`config.mk`:
```
export PLATFORM = sky130hd
export DESIGN_NAME = cas_buf_arb
export DESIGN_NICKNAME = d
export VERILOG_FILES = /design/src/rtl/cas_buf_arb.sv
export SDC_FILE = /design/constraint.sdc
export NUM_CORES = 1
export LEC_CHECK = 0
export ABC_AREA = 1
export CAP_MARGIN = 5
export CELL_PAD_IN_SITES_DETAIL_PLACEMENT = 0
export CELL_PAD_IN_SITES_GLOBAL_PLACEMENT = 2
export CORE_MARGIN = 5
export CORE_UTILIZATION = 30
export CTS_CLUSTER_SIZE = 40
export DETAILED_ROUTE_END_ITERATION = 8
export HOLD_SLACK_MARGIN = 0.08
export PLACE_DENSITY = 0.84
export SYNTH_ARGS = -nofsm -noshare
export SYNTH_HDL_FRONTEND = slang
export SYNTH_SLANG_ARGS = --single-unit
```
`constraint.sdc`:
```
create_clock -name clk_sys -period 4 [get_ports clk_sys]
set_clock_uncertainty 0.15 [all_clocks]
set_input_delay 0.4 -clock clk_sys [delete_from_list [all_inputs] [get_ports clk_sys]]
set_output_delay 0.4 -clock clk_sys [all_outputs]
set_load 0.02 [all_outputs]
```
`src/rtl/cas_buf_arb.sv`:
```
// Cassette image buffer arbiter: serialises HPS loader writes and playback
// reads onto one SRAM port, tracks tape length and answers end-of-tape reads.
//
// state   | meaning
// IDLE    | port free; issue a held write first, otherwise accept a read
// WR      | write cycle on the SRAM port, we high for exactly one cycle
// RD_WAIT | address issued, counting down the SRAM read latency
// RD_DONE | sram_dout valid; capture it and pulse rd_ack
module cas_buf_arb #(
    parameter int SRAM_LAT = 1,
    parameter int AW       = 16
) (
    input  logic          clk_sys,
    input  logic          COCO_RESET_N,
    input  logic          ioctl_download,
    input  logic          load_sel,
    input  logic          ioctl_wr,
    input  logic [24:0]   ioctl_addr,
    input  logic [7:0]    ioctl_data,
    input  logic          rd_req,
    input  logic [AW-1:0] rd_addr,
    output logic [7:0]    rd_data,
    output logic          rd_ack,
    output logic          rd_eot,
    output logic [AW-1:0] sram_addr,
    output logic          sram_we,
    output logic [7:0]    sram_din,
    input  logic [7:0]    sram_dout,
    output logic [AW:0]   tape_len,
    output logic          tape_ready,
    output logic          wr_overrun
);

    localparam int CW = $clog2(SRAM_LAT + 1);

    typedef enum logic [1:0] {IDLE, WR, RD_WAIT, RD_DONE} state_t;

    state_t        state_q, state_d;
    logic [CW-1:0] cnt_q, cnt_d;
    logic          hold_valid_q, hold_valid_d;
    logic [AW-1:0] hold_addr_q, hold_addr_d;
    logic [7:0]    hold_data_q, hold_data_d;
    logic [AW-1:0] sram_addr_q, sram_addr_d;
    logic          sram_we_q, sram_we_d;
    logic [7:0]    sram_din_q, sram_din_d;
    logic [7:0]    rd_data_q, rd_data_d;
    logic          rd_ack_q, rd_ack_d;
    logic          rd_eot_q, rd_eot_d;
    logic [AW:0]   tape_len_q, tape_len_d;
    logic          tape_ready_q, tape_ready_d;
    logic          wr_overrun_q, wr_overrun_d;
    logic          dl_sel_q, dl_sel_d;

    logic          dl_rise, dl_fall, wr_fire, wr_oob, wr_accept;
    logic [AW:0]   wr_len;

    always_comb begin
        state_d      = state_q;
        cnt_d        = cnt_q;
        hold_valid_d = hold_valid_q;
        hold_addr_d  = hold_addr_q;
        hold_data_d  = hold_data_q;
        sram_addr_d  = sram_addr_q;
        sram_we_d    = 1'b0;
        sram_din_d   = sram_din_q;
        rd_data_d    = rd_data_q;
        rd_ack_d     = 1'b0;
        rd_eot_d     = 1'b0;
        tape_len_d   = tape_len_q;
        tape_ready_d = tape_ready_q;
        wr_overrun_d = wr_overrun_q;

        dl_sel_d  = ioctl_download & load_sel;
        dl_rise   = dl_sel_d & ~dl_sel_q;
        dl_fall   = dl_sel_q & ~ioctl_download;
        wr_fire   = dl_sel_d & ioctl_wr;
        wr_oob    = |ioctl_addr[24:AW];
        wr_accept = wr_fire & ~wr_oob & ~hold_valid_q;
        wr_len    = {1'b0, ioctl_addr[AW-1:0]} + (AW+1)'(1);

        case (state_q)
            IDLE: begin
                if (hold_valid_q) begin
                    sram_addr_d  = hold_addr_q;
                    sram_din_d   = hold_data_q;
                    sram_we_d    = 1'b1;
                    hold_valid_d = 1'b0;
                    state_d      = WR;
                end else if (rd_req && tape_ready_q && !rd_ack_q) begin
                    // A request still high during its own ack cycle is the old one.
                    if ({1'b0, rd_addr} >= tape_len_q) begin
                        rd_ack_d  = 1'b1;
                        rd_eot_d  = 1'b1;
                        rd_data_d = 8'h00;
                    end else begin
                        sram_addr_d = rd_addr;
                        cnt_d       = CW'(SRAM_LAT);
                        state_d     = RD_WAIT;
                    end
                end
            end
            WR: state_d = IDLE;
            RD_WAIT: begin
                cnt_d = cnt_q - CW'(1);
                if (cnt_q == CW'(1)) state_d = RD_DONE;
            end
            RD_DONE: begin
                rd_data_d = sram_dout;
                rd_ack_d  = 1'b1;
                state_d   = IDLE;
            end
            default: state_d = IDLE;
        endcase

        if (dl_rise) begin
            tape_len_d   = '0;
            tape_ready_d = 1'b0;
            wr_overrun_d = 1'b0;
        end
        if (dl_fall) tape_ready_d = (tape_len_q != '0);

        if (wr_fire && (wr_oob || hold_valid_q)) wr_overrun_d = 1'b1;
        if (wr_accept) begin
            hold_valid_d = 1'b1;
            hold_addr_d  = ioctl_addr[AW-1:0];
            hold_data_d  = ioctl_data;
            // Compare against tape_len_d so a write on the start edge sees the cleared length.
            if (wr_len > tape_len_d) tape_len_d = wr_len;
        end
    end

    always_ff @(posedge clk_sys or negedge COCO_RESET_N) begin
        if (!COCO_RESET_N) begin
            state_q      <= IDLE;
            cnt_q        <= '0;
            hold_valid_q <= 1'b0;
            hold_addr_q  <= '0;
            hold_data_q  <= '0;
            sram_addr_q  <= '0;
            sram_we_q    <= 1'b0;
            sram_din_q   <= '0;
            rd_data_q    <= '0;
            rd_ack_q     <= 1'b0;
            rd_eot_q     <= 1'b0;
            tape_len_q   <= '0;
            tape_ready_q <= 1'b0;
            wr_overrun_q <= 1'b0;
            dl_sel_q     <= 1'b0;
        end else begin
            state_q      <= state_d;
            cnt_q        <= cnt_d;
            hold_valid_q <= hold_valid_d;
            hold_addr_q  <= hold_addr_d;
            hold_data_q  <= hold_data_d;
            sram_addr_q  <= sram_addr_d;
            sram_we_q    <= sram_we_d;
            sram_din_q   <= sram_din_d;
            rd_data_q    <= rd_data_d;
            rd_ack_q     <= rd_ack_d;
            rd_eot_q     <= rd_eot_d;
            tape_len_q   <= tape_len_d;
            tape_ready_q <= tape_ready_d;
            wr_overrun_q <= wr_overrun_d;
            dl_sel_q     <= dl_sel_d;
        end
    end

    assign rd_data    = rd_data_q;
    assign rd_ack     = rd_ack_q;
    assign rd_eot     = rd_eot_q;
    assign sram_addr  = sram_addr_q;
    assign sram_we    = sram_we_q;
    assign sram_din   = sram_din_q;
    assign tape_len   = tape_len_q;
    assign tape_ready = tape_ready_q;
    assign wr_overrun = wr_overrun_q;

endmodule

```
Word-level counts from Yosys, hierarchy flattened. Cells that the tools add are included.

Flip-flop bits (word level): 83. Input bits: 63. Logic and storage cells: 91.

$add $sub $neg: 2. Order comparisons: 2. Equality and inequality tests: 11. Muxes and demuxes: 31. Bitwise operators: 10. Reduce and logical (&&, ||, !) cells: 20.

Operators with widths (number): 2-to-1 mux 17 bit (3); 2-to-1 mux 16 bit (3); 2-to-1 mux 8 bit (3); adder 16 x 1 -> 17 bit, second input constant (1); greater-or-equal comparator 16 x 17 -> 1 bit (1); > comparator 17 bit (1); nonzero test 17 bit (1); one-hot mux 8 bit (2 select lines) (1); 2-to-1 mux 1 bit (14); != test 2 bit, second input constant (6); nonzero test 2 bit (6); OR reduction 9 bit (1); 2-to-1 mux 2 bit (4); AND reduction 4 bit (2); AND 1 bit (6); != test 3 bit, second input constant (2); one-hot mux 2 bit (3 select lines) (1); AND reduction 3 bit (2); == test 2 bit, second input constant (2); NOT 1 bit (4); one-hot mux 1 bit (2 select lines) (2); logical AND 1 bit (3); == test 2 x 1 -> 1 bit, second input constant (1); zero test 2 bit (1); other kinds (5) (5).

Logic depth before layout (Yosys ltp). Gate-level depths: netlist of run 1.

Word-level depth: 6. Depth in mapped cells: 20. Depth with buffers taken out: 19.

Least setup slack after synthesis of run 1. Ideal clock, no wire load.

Kind: input port to flip-flop. Start point: in ioctl_addr[0]. End point: reg tape_len_q[10] (netlist: tape_len[10]). Setup time: 0.113 ns. Arrival time: 2.538 ns. Data required time: 3.737 ns. Slack: 1.199 ns. Stages on the path: 20. Buffers on the path: 1. Cells stage by stage: ha_1 > nand2_1 > nor2_2 > nand3_1 > nor2_2 > nand2_1 > xor2_1 > inv_1 > ha_1 > nand2_1 > inv_1 > o21ai_0 > nand2_1 > nor2_1 > nand3_1 > nand2_4 > buf_6 > nand2_1 > nand2_1 > inv_1.

Longest elaborated chain between the ends: 4.

Ends and longest elaborated chain: start: declaration (RTL line 18) `input logic [24:0] ioctl_addr,`; adder 16 x 1 -> 17 bit * (RTL line 79) `wr_len = {1'b0, ioctl_addr[AW-1:0]} + (AW+1)'(1);`; > comparator 17 bit (RTL line 128) `if (wr_len > tape_len_d) tape_len_d = wr_len;`; 2-to-1 mux 17 bit * (RTL line 128); 2-to-1 mux 17 bit * (RTL line 123) `if (wr_accept) begin`; net tape_len_d[10] (RTL line 49) `logic [AW:0] tape_len_q, tape_len_d;`; end signal: assignment (RTL line 161) `tape_len_q <= tape_len_d;`; end: declaration (RTL line 49).

Mark *: on every way through the listed nets, which the timed path passes. The rest lies on a longest branch. A chain may end at the register's enable or synchronous reset.

Worst setup path after layout of run 1.
Start point: in ioctl_addr[0]. End point: reg tape_len_q[4] (netlist: tape_len[4]).

The elaborated chain is that of the path after synthesis.

==> results of run 1 <==
==> power breakdown <==
part           internal, W  switching (W)
clock             0.000581       0.000344
combinational     0.000368       0.000428
sequential        0.000967      0.0000731
==> flip-flops by register name (all words and copies together) (netlist names), 2 cells and up <==
signal,count
hold_addr_q,16
hold_data_q,8
rd_data,8
sram_addr,16
sram_din,8
state_q,2
tape_len,17
==> routing by layer <==
metal  wire [um]  part of all wire (%)  GRT usage (%)  vias up
met5           0                     0              0        -
met2        6470                    46           25.1       96
met1        6600                    47           20.5     1897
met3         606                   4.3           2.68       18
met4         312                   2.2           5.99        0
li1            -                     -              -     2140
==> kinds of logic (layout without fill, tap and decap cells) <==
family,after synthesis,count (layout),synth area share [%]
XOR/XNOR,13,13,2.36
AND/OR/NAND/NOR,264,264,24.8
AO/OA/AOI/OAI,69,69,7.46
flip-flops,83,83,43.0
multiplexers,21,21,4.51
adder cells (fa/ha/maj),37,37,9.58
buffers and inverters,101,226,8.26
==> cell usage after synthesis (all sizes together) (6+ instances only) <==
library cell,count
nand3,34
a21oi,19
nand3b,8
mux2,6
nand4,8
nor2,37
inv,86
dfrtp,83
ha,37
xor2,13
mux2i,15
buf,9
nand2,159
clkbuf,6
nor3,12
o21ai,45
==> layout make-up <==
cell class	count	share of cell area, %
clock buffers	12	3.90
clock inverters	4	1.10
inverters	86	4.91
multi-input cells	404	35.8
flip-flops and latches	83	31.6
well taps	216	4.11
repair buffers	124	18.6
==> timing repair <==
| item | 4_1_cts | 5_1_grt |
|---|---|---|
| hold buffers | 1 | 0 |
| buffers inserted | 0 | 0 |
| endpoints found under the hold margin | 56 | 0 |
==> stage by stage <==
| stage | worst slack, ps | area (um^2) |
|---|---|---|
| CTS | 493 | 6580 |
| finish | 508 | 6580 |
| global route | 61.6 | 6580 |
| floorplan | 1200 | 4830 |
| detailed placement | 142 | 6240 |
| global placement | 199 | 6240 |
==> worst paths after layout <==
path	end	cells past startpoint
hold reg to reg	hold_addr_q[10]$_DFFE_PN0P_	2
min in group asynchronous	tape_len[12]$_DFF_PN0_	2
max in group asynchronous	hold_addr_q[15]$_DFFE_PN0P_	3
setup / recovery	tape_len[4]$_DFF_PN0_	18
hold / removal	hold_addr_q[10]$_DFFE_PN0P_	2
setup reg to reg	tape_len[16]$_DFF_PN0_	13
==> critical path, stage by stage <==
cell and delay (ps):
clkdlybuf4s50_1 580, ha_1 220, nand2_1 80, nor2_2 160, nand3_1 150, nor2_2 170
nand2_1 100, xor2_1 190, inv_1 60, ha_1 310, nand3_2 110, nor3_1 280
nand4_1 140, nand3_1 170, buf_4 210, nand3_1 100, nand2_1 90, inv_1 40
==> impl_metrics.ini, run 1 <==
[status]
outcome = completed

[detailed_routing]
vias_per_cell = 4.47
drtPass1Iterations = 5
routed_wl_um = 14000
wl_per_cell_um = 15.1
drc = 0
num_vias = 4151
drtIter0Drc = 208
detail-route-antenna-nets = 0

[logic_synthesis]
synth_seq_cells = 83
synth-edff-count = 0
synth_top_area_cell = dfrtp_1
ys_seq_area_share_pct = 43.0
syn_nets = 688
ys_warn_count = 0
netlist_area_um2 = 4830
synth_top_cell_area_share_pct = 43.0
ys_types = 36
synthCells = 588
synth_flop_cell = dfrtp_1
avgSynthCellArea_um2 = 8.22
yosys-top-cells-area = dfrtp_1, nand2_1, ha_1
ys_async_sr_fraction_pct = 100

[global_routing]
grt_pass1_wl_um = 22200
grt_use_total_pct = 15.4
grt_max_degree = 58
first_global_vias = 4282
gr-total-overflow = 0
antenna_found_initial = 0

[sta]
fmax_mhz = 286
final_max_slew_viol_count = 0
post-route-min-period_ps = 3490
maxSlewHeadroom_pct = 49.6
tns_ps = 0
hold_viol_final = 0
hold_slack_ps = 333
fin_crit_sh_pct = 87.3
rsz0062_at_grt = no
tightest_slew_ps = 756
finalSetupViolations = 0

[layout]
antenna_cells = 0
multi_input_area_um2 = 2350
drive_gt1_share_pct = 6.17
register_area_um2 = 2080
final_cell_mix = nand2_1, clkdlybuf4s50_1, dfrtp_1, inv_1, ha_1
areaGrowthSynthToFinish_pct = 36.1
final_common_cell = nand2_1
final_util_pct = 41.5
layout.nets = 808
fill_cells = 1606
final_cells = 929

[critical_path]
timing.rr.start = dl_sel_q$_DFF_PN0_
worst_setup_path_end_kind = register
cp.arrival_ps = 3580
required_ps = 4090
path_class = in2reg
r2r_slack_ps = 1260
crit_fanout = 12
start_kind = input port
crit_start = ioctl_addr[0]

[flow_run]
drv_cap = 0

[die]
fp.coreArea_um2 = 15800
die_h_um = 137
initial_core_util_pct = 30.5
dieArea_um2 = 18700
rows = 46
ios = 117
die_width_um = 137

[clock_tree]
cts_made_buffers = 9
cts.repair.resized = 0
cts_root_buffer = clkbuf_16
tritoncts = yes
clk_path_buf_depth = 2
cts.sink_count = 83
cts-htree-levels = 3
insertion_delay_ps = 340
clk_pin_slew_ps = 60

[power_and_ir_drop]
p_total_w = 0.00276
peakVddDrop_uv = 220
pwr_density_cell_nw_per_um2 = 420
p_leak_nw = 3.22

[place]
post-place-cells = 912
place_hpwl_um = 11100
portBuffers = 116
place_congestion = 0.872

[min_path]
min-delay-path-class = reg2reg
hold_start = hold_addr_q[10]$_DFFE_PN0P_
Power figures use the tool's default switching activity.
==> inputs of run 2 (changes only) <==
CTS_CLUSTER_SIZE = 25   (was 40)
==> results of run 2 <==
The final DEF is identical to that of run 1; final timing and power are the same.
